[src/rtl/jk_drive_seq.sv]
// Serial (j,k) pattern driver for a JK flop: plays a word out MSB first and checks the flop's q.
// Build option JK_TOGGLE_EN: encode every q change as toggle (11) instead of set/reset.
module jk_drive_seq #(
  parameter int unsigned WIDTH = 8
) (
  input  logic             clk,
  input  logic             reset,
  input  logic [WIDTH-1:0] in_data,
  input  logic             in_valid,
  output logic             in_ready,
  output logic             j,
  output logic             k,
  input  logic             q_fb,
  output logic             busy,
  output logic             done,
  output logic             err
);

  localparam int unsigned CW = (WIDTH > 2) ? $clog2(WIDTH) : 1;

  localparam logic [0:0] IDLE  = 1'b0;
  localparam logic [0:0] SHIFT = 1'b1;

  logic [0:0]       state, state_nxt;
  logic [WIDTH-1:0] sreg, sreg_nxt;
  logic [CW-1:0]    cnt, cnt_nxt;
  logic             trk, trk_nxt;
  logic             j_nxt, k_nxt;
  logic             busy_nxt, done_nxt, err_nxt;
  logic             ready_nxt;
  logic             v0, e0, v1, e1;
  logic             issue_c, bit_c;

  // State and datapath registers
  always_ff @(posedge clk) begin
    if (reset) begin
      state    <= IDLE;
      sreg     <= '0;
      cnt      <= '0;
      trk      <= 1'b0;
      j        <= 1'b0;
      k        <= 1'b0;
      busy     <= 1'b0;
      done     <= 1'b0;
      err      <= 1'b0;
      in_ready <= 1'b1;
      v0       <= 1'b0;
      e0       <= 1'b0;
      v1       <= 1'b0;
      e1       <= 1'b0;
    end else begin
      state    <= state_nxt;
      sreg     <= sreg_nxt;
      cnt      <= cnt_nxt;
      trk      <= trk_nxt;
      j        <= j_nxt;
      k        <= k_nxt;
      busy     <= busy_nxt;
      done     <= done_nxt;
      err      <= err_nxt;
      in_ready <= ready_nxt;
      v0       <= issue_c;
      e0       <= bit_c;
      v1       <= v0;
      e1       <= e0;
    end
  end

  // Next-state, bit issue and excitation encoding
  always_comb begin
    state_nxt = state;
    sreg_nxt  = sreg;
    cnt_nxt   = cnt;
    busy_nxt  = busy;
    done_nxt  = 1'b0;
    ready_nxt = in_ready;
    issue_c   = 1'b0;
    bit_c     = 1'b0;

    case (state)
      IDLE: begin
        if (in_valid && in_ready) begin
          issue_c   = 1'b1;
          bit_c     = in_data[WIDTH-1];
          sreg_nxt  = {in_data[WIDTH-2:0], 1'b0};
          cnt_nxt   = CW'(WIDTH - 1);
          state_nxt = SHIFT;
          busy_nxt  = 1'b1;
          ready_nxt = 1'b0;
        end
      end
      SHIFT: begin
        if (cnt != '0) begin
          issue_c  = 1'b1;
          bit_c    = sreg[WIDTH-1];
          sreg_nxt = {sreg[WIDTH-2:0], 1'b0};
          cnt_nxt  = cnt - CW'(1);
        end else begin
          state_nxt = IDLE;
          busy_nxt  = 1'b0;
          ready_nxt = 1'b1;
          done_nxt  = 1'b1;
        end
      end
      default: begin
        state_nxt = IDLE;
        busy_nxt  = 1'b0;
        ready_nxt = 1'b1;
      end
    endcase

    trk_nxt = issue_c ? bit_c : trk;
    j_nxt   = 1'b0;
    k_nxt   = 1'b0;
    if (issue_c && (bit_c != trk)) begin
`ifdef JK_TOGGLE_EN
      j_nxt = 1'b1;
      k_nxt = 1'b1;
`else
      j_nxt = bit_c;
      k_nxt = ~bit_c;
`endif
    end

    // Expected q is checked two edges after its command was issued
    err_nxt = err | (v1 & (q_fb != e1));
  end

endmodule

[config.mk]
export PLATFORM = sky130hd
export DESIGN_NAME = jk_drive_seq
export DESIGN_NICKNAME = d
export VERILOG_FILES = /design/src/rtl/jk_drive_seq.sv
export SDC_FILE = /design/constraint.sdc
export NUM_CORES = 1
export LEC_CHECK = 0
export BUFFER_PORTS_ARGS = -buffer_cell sky130_fd_sc_hd__buf_2
export CORE_UTILIZATION = 50
export DETAILED_ROUTE_END_ITERATION = 8
export GPL_TIMING_DRIVEN = 0
export HOLD_SLACK_MARGIN = 0.1
export PLACE_DENSITY = 0.82
export REMOVE_ABC_BUFFERS = 1
export SLEW_MARGIN = 10
export SYNTH_ARGS = -nofsm -noshare
export SYNTH_HDL_FRONTEND = slang
export SYNTH_SLANG_ARGS = --single-unit
[constraint.sdc]
create_clock -name clk -period 3 [get_ports clk]
set_clock_uncertainty 0.05 [all_clocks]
set_input_delay 0.15 -clock clk [delete_from_list [all_inputs] [get_ports clk]]
set_output_delay 0.15 -clock clk [all_outputs]
set_load 0.02 [all_outputs]
Yosys cells after proc, flatten, opt, wreduce, memory -nomap -nowiden:

Cells that the tools add are included.
W data, S select, Z words.

* output and inout bits: 6
* flip-flop bits (word level): 22
* input port bits: 12

* muxes and demuxes: 19
* bitwise operators: 5
* reductions and logical operators: 7
* add/sub/neg operators: 1
* equality and inequality tests: 5

Operators with widths (number)
* $mux W8: 2
* $pmux W8 S2: 1
* $mux W1: 9
* $pmux W1 S2: 4
* $mux W3: 2
* $pmux W3 S2: 1
* $ne A2 B2 Y1 const B: 2
* $reduce_and A2 Y1: 2
* $reduce_or A2 Y1: 2
* $not A1 Y1: 3
* $reduce_bool A3 Y1: 1
* $sub A3 B1 Y3 const B: 1
* $logic_and A1 B1 Y1: 2
* $ne A1 B1 Y1: 2
* $ne A2 B1 Y1 const B: 1
* $and A1 B1 Y1: 1
* $or A1 B1 Y1: 1

Logic depth before layout (Yosys ltp):

Gate-level depths: netlist of run 1.

* word-level depth: 7
* depth in mapped cells: 6

Worst setup path after synthesis of run 1:

No wires, ideal clock.

* path kind: reg2reg
* from: register cnt[0]
* to: register k
* stages on the path, launching flop included: 6
* buffers on the path: 0
* setup time: 0.060 ns
* period minus slack after synthesis: 1.257 ns
* arrival: 1.147 ns
* path slack: 1.743 ns
* path through: dfxtp_1 -> inv_1 -> ha_1 -> and2b_1 -> o21ai_2 -> and3_1

* longest elaborated chain between the ends: 7
* elaborated cells between the ends (all ways): 10
* classes of those cells: eq/ne: 1; mux: 4; bitwise: 2; reduce/logical: 3

RTL lines
* start, declared: RTL line 26 `logic [CW-1:0] cnt, cnt_nxt;`
* start signal, assigned: RTL line 54 `cnt <= cnt_nxt;`
* $reduce_bool A3 Y1 *: RTL line 93 `if (cnt != '0) begin`
* $mux W1: RTL line 93
* $pmux W1 S2: RTL line 80 `case (state)`
* $ne A1 B1 Y1: RTL line 115 `if (issue_c && (bit_c != trk)) begin`
* $logic_and A1 B1 Y1: RTL line 115
* $not A1 Y1 (no line)
* $reduce_or A2 Y1 (no line)
* end signal, assigned: RTL line 57 `k <= k_nxt;`
* end, declared: RTL line 12 `output logic k,`

Mark *: on every way between the ends. The rest lies on a longest branch, timed or not.
A chain may end at the register's enable or synchronous reset.

==> results of run 1 <==
## layout by cell type (no fill, tap or decap), types with 2 or more instances in the layout
cell	count
and3_1	2
buf_2	17
mux2i_1	7
nor2_1	6
nor2b_1	3
inv_1	3
a21oi_1	4
a211oi_1	12
ha_1	2
clkbuf_4	3
dfxtp_1	21
o21ai_0	3
dlygate4sd3_1	2
nor3_1	2
## per-stage QoR
stage	hold WS, ps	instances	cell area (um^2)	setup slack (ps)	util, %
floorplan	166.7	80	847.1	1364	-
global placement	351.0	122	963.4	1191	56.41
detailed placement	354.3	122	963.4	1181	56.41
CTS	119.0	128	1011	1164	59.19
global route	116.4	128	1011	1037	59.19
finish	132.0	128	1011	1151	59.19
## sequential cells by signal, summed over array words and instances (netlist names)
register and cells:
e1 1, err 1, in_ready 1, sreg 7
v1 1, trk 1, e0 1, j 1
v0 1, k 1, done 1, cnt 3
busy 1
## metal layers
layer	up-vias	part of all wire, %	GRT usage [%]
met5	-	0	0
met3	2	2.6	3.673
met1	323	46	20.05
met2	14	50	31.76
met4	0	0.64	12.73
li1	346	-	-
## timing repair
item / CTS / global route
setup endpoints to repair: 0 / 0
endpoints found under the hold margin: 2 / 0
hold buffers: 2 / 0
gates resized for setup: 0 / 0
## power by group through the flow
stage          clock [mW]  sequential (mW)  combinational [mW]
3_3_place_gp            0            0.335               0.121
6_report            0.133            0.331               0.126
2_1_floorplan           0            0.338              0.0850
5_1_grt             0.153            0.335               0.143
3_5_place_dp            0            0.337               0.125
4_1_cts             0.142            0.331               0.127
## path summary, 6_finish.rpt
kind	from	end	slack, ps	cells past startpoint
max	v0	sreg[1]	1150	3
min	in_valid	in_ready	130	3
max reg2reg	v0	sreg[1]	1150	3
min reg2reg	trk	j	370	1
## final cells by class
class,instances,area (um^2)
clock inverters,1,5.005
well taps,25,31.28
multi-input cells,55,411.6
clock buffers,3,22.52
inverters,4,15.01
flip-flops and latches,21,420.4
repair buffers,19,105.1
fillers,157,696.9
## critical path, delay by kind of cell, from the launching register on
kind	cells	cell delay, ps
flops	1	920
simple gates	2	620
compound gates	1	170
## logic make-up after synthesis
kind of cell               synth area share, %
adders and majority gates                2.766
buffers and inverters                    8.020
and+or+nand+nor                          11.62
muxes                                    7.746
AOI/OAI and AO/OA                        22.41
DFF                                      46.47
xor gates and xnor gates                0.9684
==> key figures, run 1 <==
Run status
  • Status: completed

Clock tree
  • TritonCTS Sinks: 21
  • Post-CTS setup-driven buffer insertion count: 0
  • H-tree levels: 1
  • Clock Latency Late Sink: 300 ps
  • Clock transition at path regs: 110 ps
  • Clock tree from TritonCTS: yes
  • Clk root buf: clkbuf_4
  • Cts bufs inserted: 3
  • Bufs on Longest Clock Path: 2

Floorplan
  • Core Region: 1708 um^2
  • Die area: 1983 um^2
  • Chip Width: 44.54 um
  • # rows: 15
  • Die Ht: 44.54 um
  • Initial Utilization: 52.97%
  • IO Pins: 18

Placement
  • Gpl congestion: 0.7320
  • Post-DP HPWL: 1073 um
  • Port-buffer cells: 17

Synth
  • Cell Area, Synth: 904.6 um^2
  • Top cells by count, synth: 21 x dfxtp_1, 12 x a211oi_1, 7 x mux2i_1
  • Post-synthesis sequential area ratio: 46.47%
  • Cell taking the most area after synthesis: dfxtp_1
  • Area contributors post-synth: dfxtp_1 46%, a211oi_1 10%, mux2i_1 7.7%
  • Post-synthesis cell count: 86
  • Async set or reset register ratio after synthesis: 0%
  • Synth warn: 0
  • Synth top area share: 46.47%
  • Number of synthesized flops with an enable pin: 0
  • Yosys reg bits: 21
  • Top-count cell post-synth: dfxtp_1
  • Ys flop type: dfxtp_1
  • Mean Syn Cell Area: 10.52 um^2
  • Synth unique cells: 30

STA
  • RSZ-0062 raised after global routing: no
  • Final min period: 1849 ps
  • Least-Margin Pin Slew: 883.4 ps
  • Final Hold Fails: 0
  • Fin. max-slew vios: 0
  • Setup-failing EPs final: 0
  • Max Clk Rate: 540.7 MHz
  • Rel. slew slack: 41.03%
  • Final Cycle Share: 61.65%
  • Post-Route Setup TNS: 0 ps

Setup path
  • Worst EP required: 3160 ps
  • CP arrival: 2010 ps
  • CP max stage delay: 920 ps
  • Startpoint Class: flop
  • Slowest CP cell: dfxtp_1
  • Crit-path cells: and3b_1 -> and3_1 -> a31o_1
  • Worst Setup Path Type: reg -> reg
  • Crit path max fanout: 21
  • Element type at the critical path end: flop

Routing
  • Post-route ant nets: 0
  • DRC viols: 0
  • Drt initial violations: 3
  • First-pass iteration count of the detailed router: 4
  • Drt via density: 5.352
  • Avg WL per Cell: 12.20 um
  • Detailed-route wire length: 1562 um
  • Routed via count: 685

GRT
  • Gr usage total: 18.41%
  • GRT Residual Overflow: 0
  • Initial antenna violation count: 0
  • First-pass GRT wire length: 2615 um
  • Largest net degree at the start of global routing: 22
  • Number of global-route vias before repair: 619

Finish
  • Ant diodes: 0
  • Final #Nets: 118
  • Layout cells sized above 1: 25.24%
  • Area grow syn2layout: 11.76%

Min path
  • Hold crit path type: in -> reg

Power and ir drop
  • Sw frac: 30.47%
  • Cell internal pwr: 410.7 uW
  • Worst IR Drop VDD: 0.0003002 V
  • Power, Total: 590.6 uW
  • Clock network power share: 22.5%
  • Reg power frac: 56.0%
  • Comb pwr share: 21.4%
  • PwrDens: 584.2 nW/um^2
  • Psw: 179.9 uW
  • Leak Pwr: 0.4186 nW

Job
  • MaxCap Viol Count: 0
(Power assumes the default switching activity.)
==> run 2, diff against run 1 <==
--- a/config.mk
+++ b/config.mk
@@ -5,12 +5,14 @@
 export SDC_FILE = /design/constraint.sdc
 export NUM_CORES = 1
 export LEC_CHECK = 0
+export ABC_AREA = 1
 export BUFFER_PORTS_ARGS = -buffer_cell sky130_fd_sc_hd__buf_2
-export CORE_UTILIZATION = 50
+export CORE_ASPECT_RATIO = 0.7
+export CORE_UTILIZATION = 47
 export DETAILED_ROUTE_END_ITERATION = 8
 export GPL_TIMING_DRIVEN = 0
 export HOLD_SLACK_MARGIN = 0.1
-export PLACE_DENSITY = 0.82
+export PLACE_DENSITY = 0.8
 export REMOVE_ABC_BUFFERS = 1
 export SLEW_MARGIN = 10
 export SYNTH_ARGS = -nofsm -noshare
==> constraint.sdc (replaced) <==
create_clock -name clk -period 1.6 [get_ports clk]
set_clock_uncertainty 0.05 [all_clocks]
set_input_delay 0.08 -clock clk [delete_from_list [all_inputs] [get_ports clk]]
set_output_delay 0.08 -clock clk [all_outputs]
set_load 0.02 [all_outputs]
==> run 2 against run 1 <==
Worst setup slack got worse by 1000 ps; sequential share of layout area is 5.3 points lower; power grew 130%; final area is 15% higher; synthesized cell count is 53% higher; maximum frequency rose by 26%; routed wire length up 29%; die area grew 13%; clock power grew 95%; flip-flop and latch count stayed put; count of clock-buffer cells in the layout up 1; critical endpoint is now sreg[5]; largest power group unchanged.
==> key figures, run 2 <==
Clock tree
  • Clock Latency Late Sink: 310 ps (about the same)
  • TritonCTS Sinks: 21 (unchanged)
  • Clock transition at path regs: 120 ps (about the same)
  • Post-CTS setup-driven buffer insertion count: 0 (unchanged)
  • Bufs on Longest Clock Path: 2 (unchanged)
  • Clock tree from TritonCTS: yes
  • Cts bufs inserted: 3 (unchanged)
  • Clk root buf: clkbuf_4
  • H-tree levels: 1 (unchanged)

Power and ir drop
  • Reg power frac: 48.4% (-7.6 points)
  • Psw: 481.2 uW (+170%)
  • Worst IR Drop VDD: 0.0007466 V (+150%)
  • Comb pwr share: 32.3% (+11 points)
  • PwrDens: 1162 nW/um^2 (+99%)
  • Sw frac: 35.72% (+5.3 points)
  • Clock network power share: 19.3% (-3.2 points)
  • Leak Pwr: 0.5937 nW (+42%)
  • Power, Total: 1.347 mW (+130%)
  • Cell internal pwr: 866.1 uW (+110%)

STA
  • Fin. max-slew vios: 0 (unchanged)
  • Setup-failing EPs final: 0 (unchanged)
  • Post-Route Setup TNS: 0 ps (unchanged)
  • Final Hold Fails: 0 (unchanged)
  • Least-Margin Pin Slew: 444.5 ps (-438.9 ps)
  • RSZ-0062 raised after global routing: no
  • Rel. slew slack: 70.34% (+29 points)
  • Final Cycle Share: 91.98% (+30 points)
  • Final min period: 1472 ps (-377.7 ps)
  • Max Clk Rate: 679.5 MHz (+26%)

GRT
  • Largest net degree at the start of global routing: 16 (-27%)
  • Gr usage total: 19.88% (+1.5 points)
  • GRT Residual Overflow: 0 (unchanged)
  • Initial antenna violation count: 0 (unchanged)
  • Number of global-route vias before repair: 778 (+26%)
  • First-pass GRT wire length: 3229 um (+23%)

Synth
  • Synth unique cells: 19 (-37%)
  • Async set or reset register ratio after synthesis: 0% (unchanged)
  • Synth warn: 0 (unchanged)
  • Ys flop type: dfxtp_1
  • Top cells by count, synth: 37 x nand2_1, 21 x dfxtp_1, 19 x nor2_1
  • Cell taking the most area after synthesis: dfxtp_1
  • Cell Area, Synth: 968.4 um^2 (+7.1%)
  • Mean Syn Cell Area: 7.337 um^2 (-30%)
  • Synth top area share: 43.41% (-3.1 points)
  • Post-synthesis sequential area ratio: 43.41% (-3.1 points)
  • Number of synthesized flops with an enable pin: 0 (unchanged)
  • Yosys reg bits: 21 (unchanged)
  • Area contributors post-synth: dfxtp_1 43%, nand2_1 14%, nor2_1 7.4%
  • Top-count cell post-synth: nand2_1
  • Post-synthesis cell count: 132 (+53%)

Routing
  • Routed via count: 859 (+25%)
  • Post-route ant nets: 0 (unchanged)
  • DRC viols: 0 (unchanged)
  • Avg WL per Cell: 11.18 um (-8.4%)
  • Drt initial violations: 9 (+6)
  • Drt via density: 4.772 (-11%)
  • Detailed-route wire length: 2012 um (+29%)
  • First-pass iteration count of the detailed router: 4 (unchanged)

Floorplan
  • Die Ht: 39.98 um (-10%)
  • Core Region: 1903 um^2 (+11%)
  • Chip Width: 56.26 um (+26%)
  • # rows: 13 (-2)
  • Die area: 2249 um^2 (+13%)
  • IO Pins: 18 (unchanged)
  • Initial Utilization: 50.89% (-2.1 points)

Finish
  • Biggest regs: sreg (7), cnt (3)
  • Fin util: 60.95% (+1.8 points)
  • Commonest non-fill, non-tap cells in the layout: 37 x nand2_1, 21 x dfxtp_1, 19 x nor2_1
  • Commonest non-fill, non-tap cell in the layout: nand2_1
  • Layout cells sized above 1: 18.99% (-6.3 points)
  • Ant diodes: 0 (unchanged)
  • Fill cells: 165 (+5.1%)
  • Final #Nets: 173 (+47%)
  • Area grow syn2layout: 19.77%
  • Largest register by flop count: sreg
  • Largest register FFs: 7 (unchanged)

Setup path
  • Worst EP required: 1770 ps (-1390 ps)
  • Crit path max fanout: 11 (-48%)
  • Element type at the critical path end: flop
  • Startpoint Class: flop
  • CP arrival: 1640 ps (-370 ps)
  • Worst Setup Path Type: reg -> reg

Placement
  • Post-DP HPWL: 1306 um (+22%)
  • Port-buffer cells: 17 (unchanged)
  • Gpl congestion: 0.7844 (+7.2%)

Job
  • MaxCap Viol Count: 0 (unchanged)

Min path
  • Hold crit path type: in -> reg

Run status
  • Status: completed
run 2: cell types whose count changed after synthesis, sizes merged, moves of 2 or more:
cell,change
a21oi,-2
and3,-2
nor2,+14
nor2b,-3
nor3,-2
a211oi,-12
o21ai,+2
mux2i,-7
inv,+13
nand3,+15
nand2,+39
run 2: layout make-up:
type	count	area, um^2	area share (%)
repair buffers	27	185.2	15.97
well taps	22	27.53	2.373
clock buffers	4	26.28	2.265
inverters	17	71.32	6.149
flip-flops and latches	21	420.4	36.25
multi-input cells	89	429.2	37.00
run 2: cells by family after synthesis:
logic type               count (synthesis)  share of synthesized area [%]
AND/OR/NAND/NOR                         77                          35.66
XOR/XNOR                                 1                         0.9046
adder cells (fa/ha/maj)                  2                          2.584
buffers and inverters                   22                          12.79
flip-flops                              21                          43.41
AO/OA/AOI/OAI                            9                          4.651
run 2: power by group through the flow:
stage               clock network, mW  logic (mW)  registers, mW
floorplan                           0       0.294          0.673
global placement                    0       0.387          0.659
detailed placement                  0       0.405          0.663
CTS                             0.264       0.427          0.651
global route                    0.285       0.496          0.660
finish                          0.260       0.435          0.652
run 2: final timing paths:
path | from | to | slack [ps] | cells past startpoint
worst max-delay path | cnt[0] | sreg[5] | 130 | 8
worst min-delay path | in_valid | cnt[0] | 110 | 5
worst max register to register | cnt[0] | sreg[5] | 130 | 8
worst min register to register | e0 | e1 | 380 | 2
run 2: worst max-delay path, cell delays in order, from the launching register on:
cell and delay (ps):
dfxtp_1 360, inv_1 80, ha_1 220, nand2_2 100, nand2_2 180, nand2_4 160
inv_2 80, nor2_1 100, nor2_1 40
run 2: repair_timing:
item	in CTS	in global routing
endpoints found under the setup margin	0	3
hold buffers	10	0
endpoints found under the hold margin	14	0
resized for setup	0	1
run 2: per-layer routing:
| metal | vias to the layer above | GRT usage, % | wire length [um] |
|---|---|---|---|
| li1 | 460 | - | - |
| met2 | 18 | 37.50 | 994 |
| met5 | - | 0 | 0 |
| met1 | 377 | 22.53 | 875 |
| met4 | 0 | 7.317 | 32 |
| met3 | 4 | 5.806 | 109 |
run 2: stage by stage:
step,hold WS (ps),std cells,setup slack (ps),cell area (um^2)
after floorplan,99.07,127,330.5,915.9
after global placement,274.0,166,160.4,1028
after detailed placement,281.3,166,154.0,1028
after CTS,113.1,180,111.0,1155
after global routing,141.4,180,8.114,1160
final,111.4,180,128.3,1160
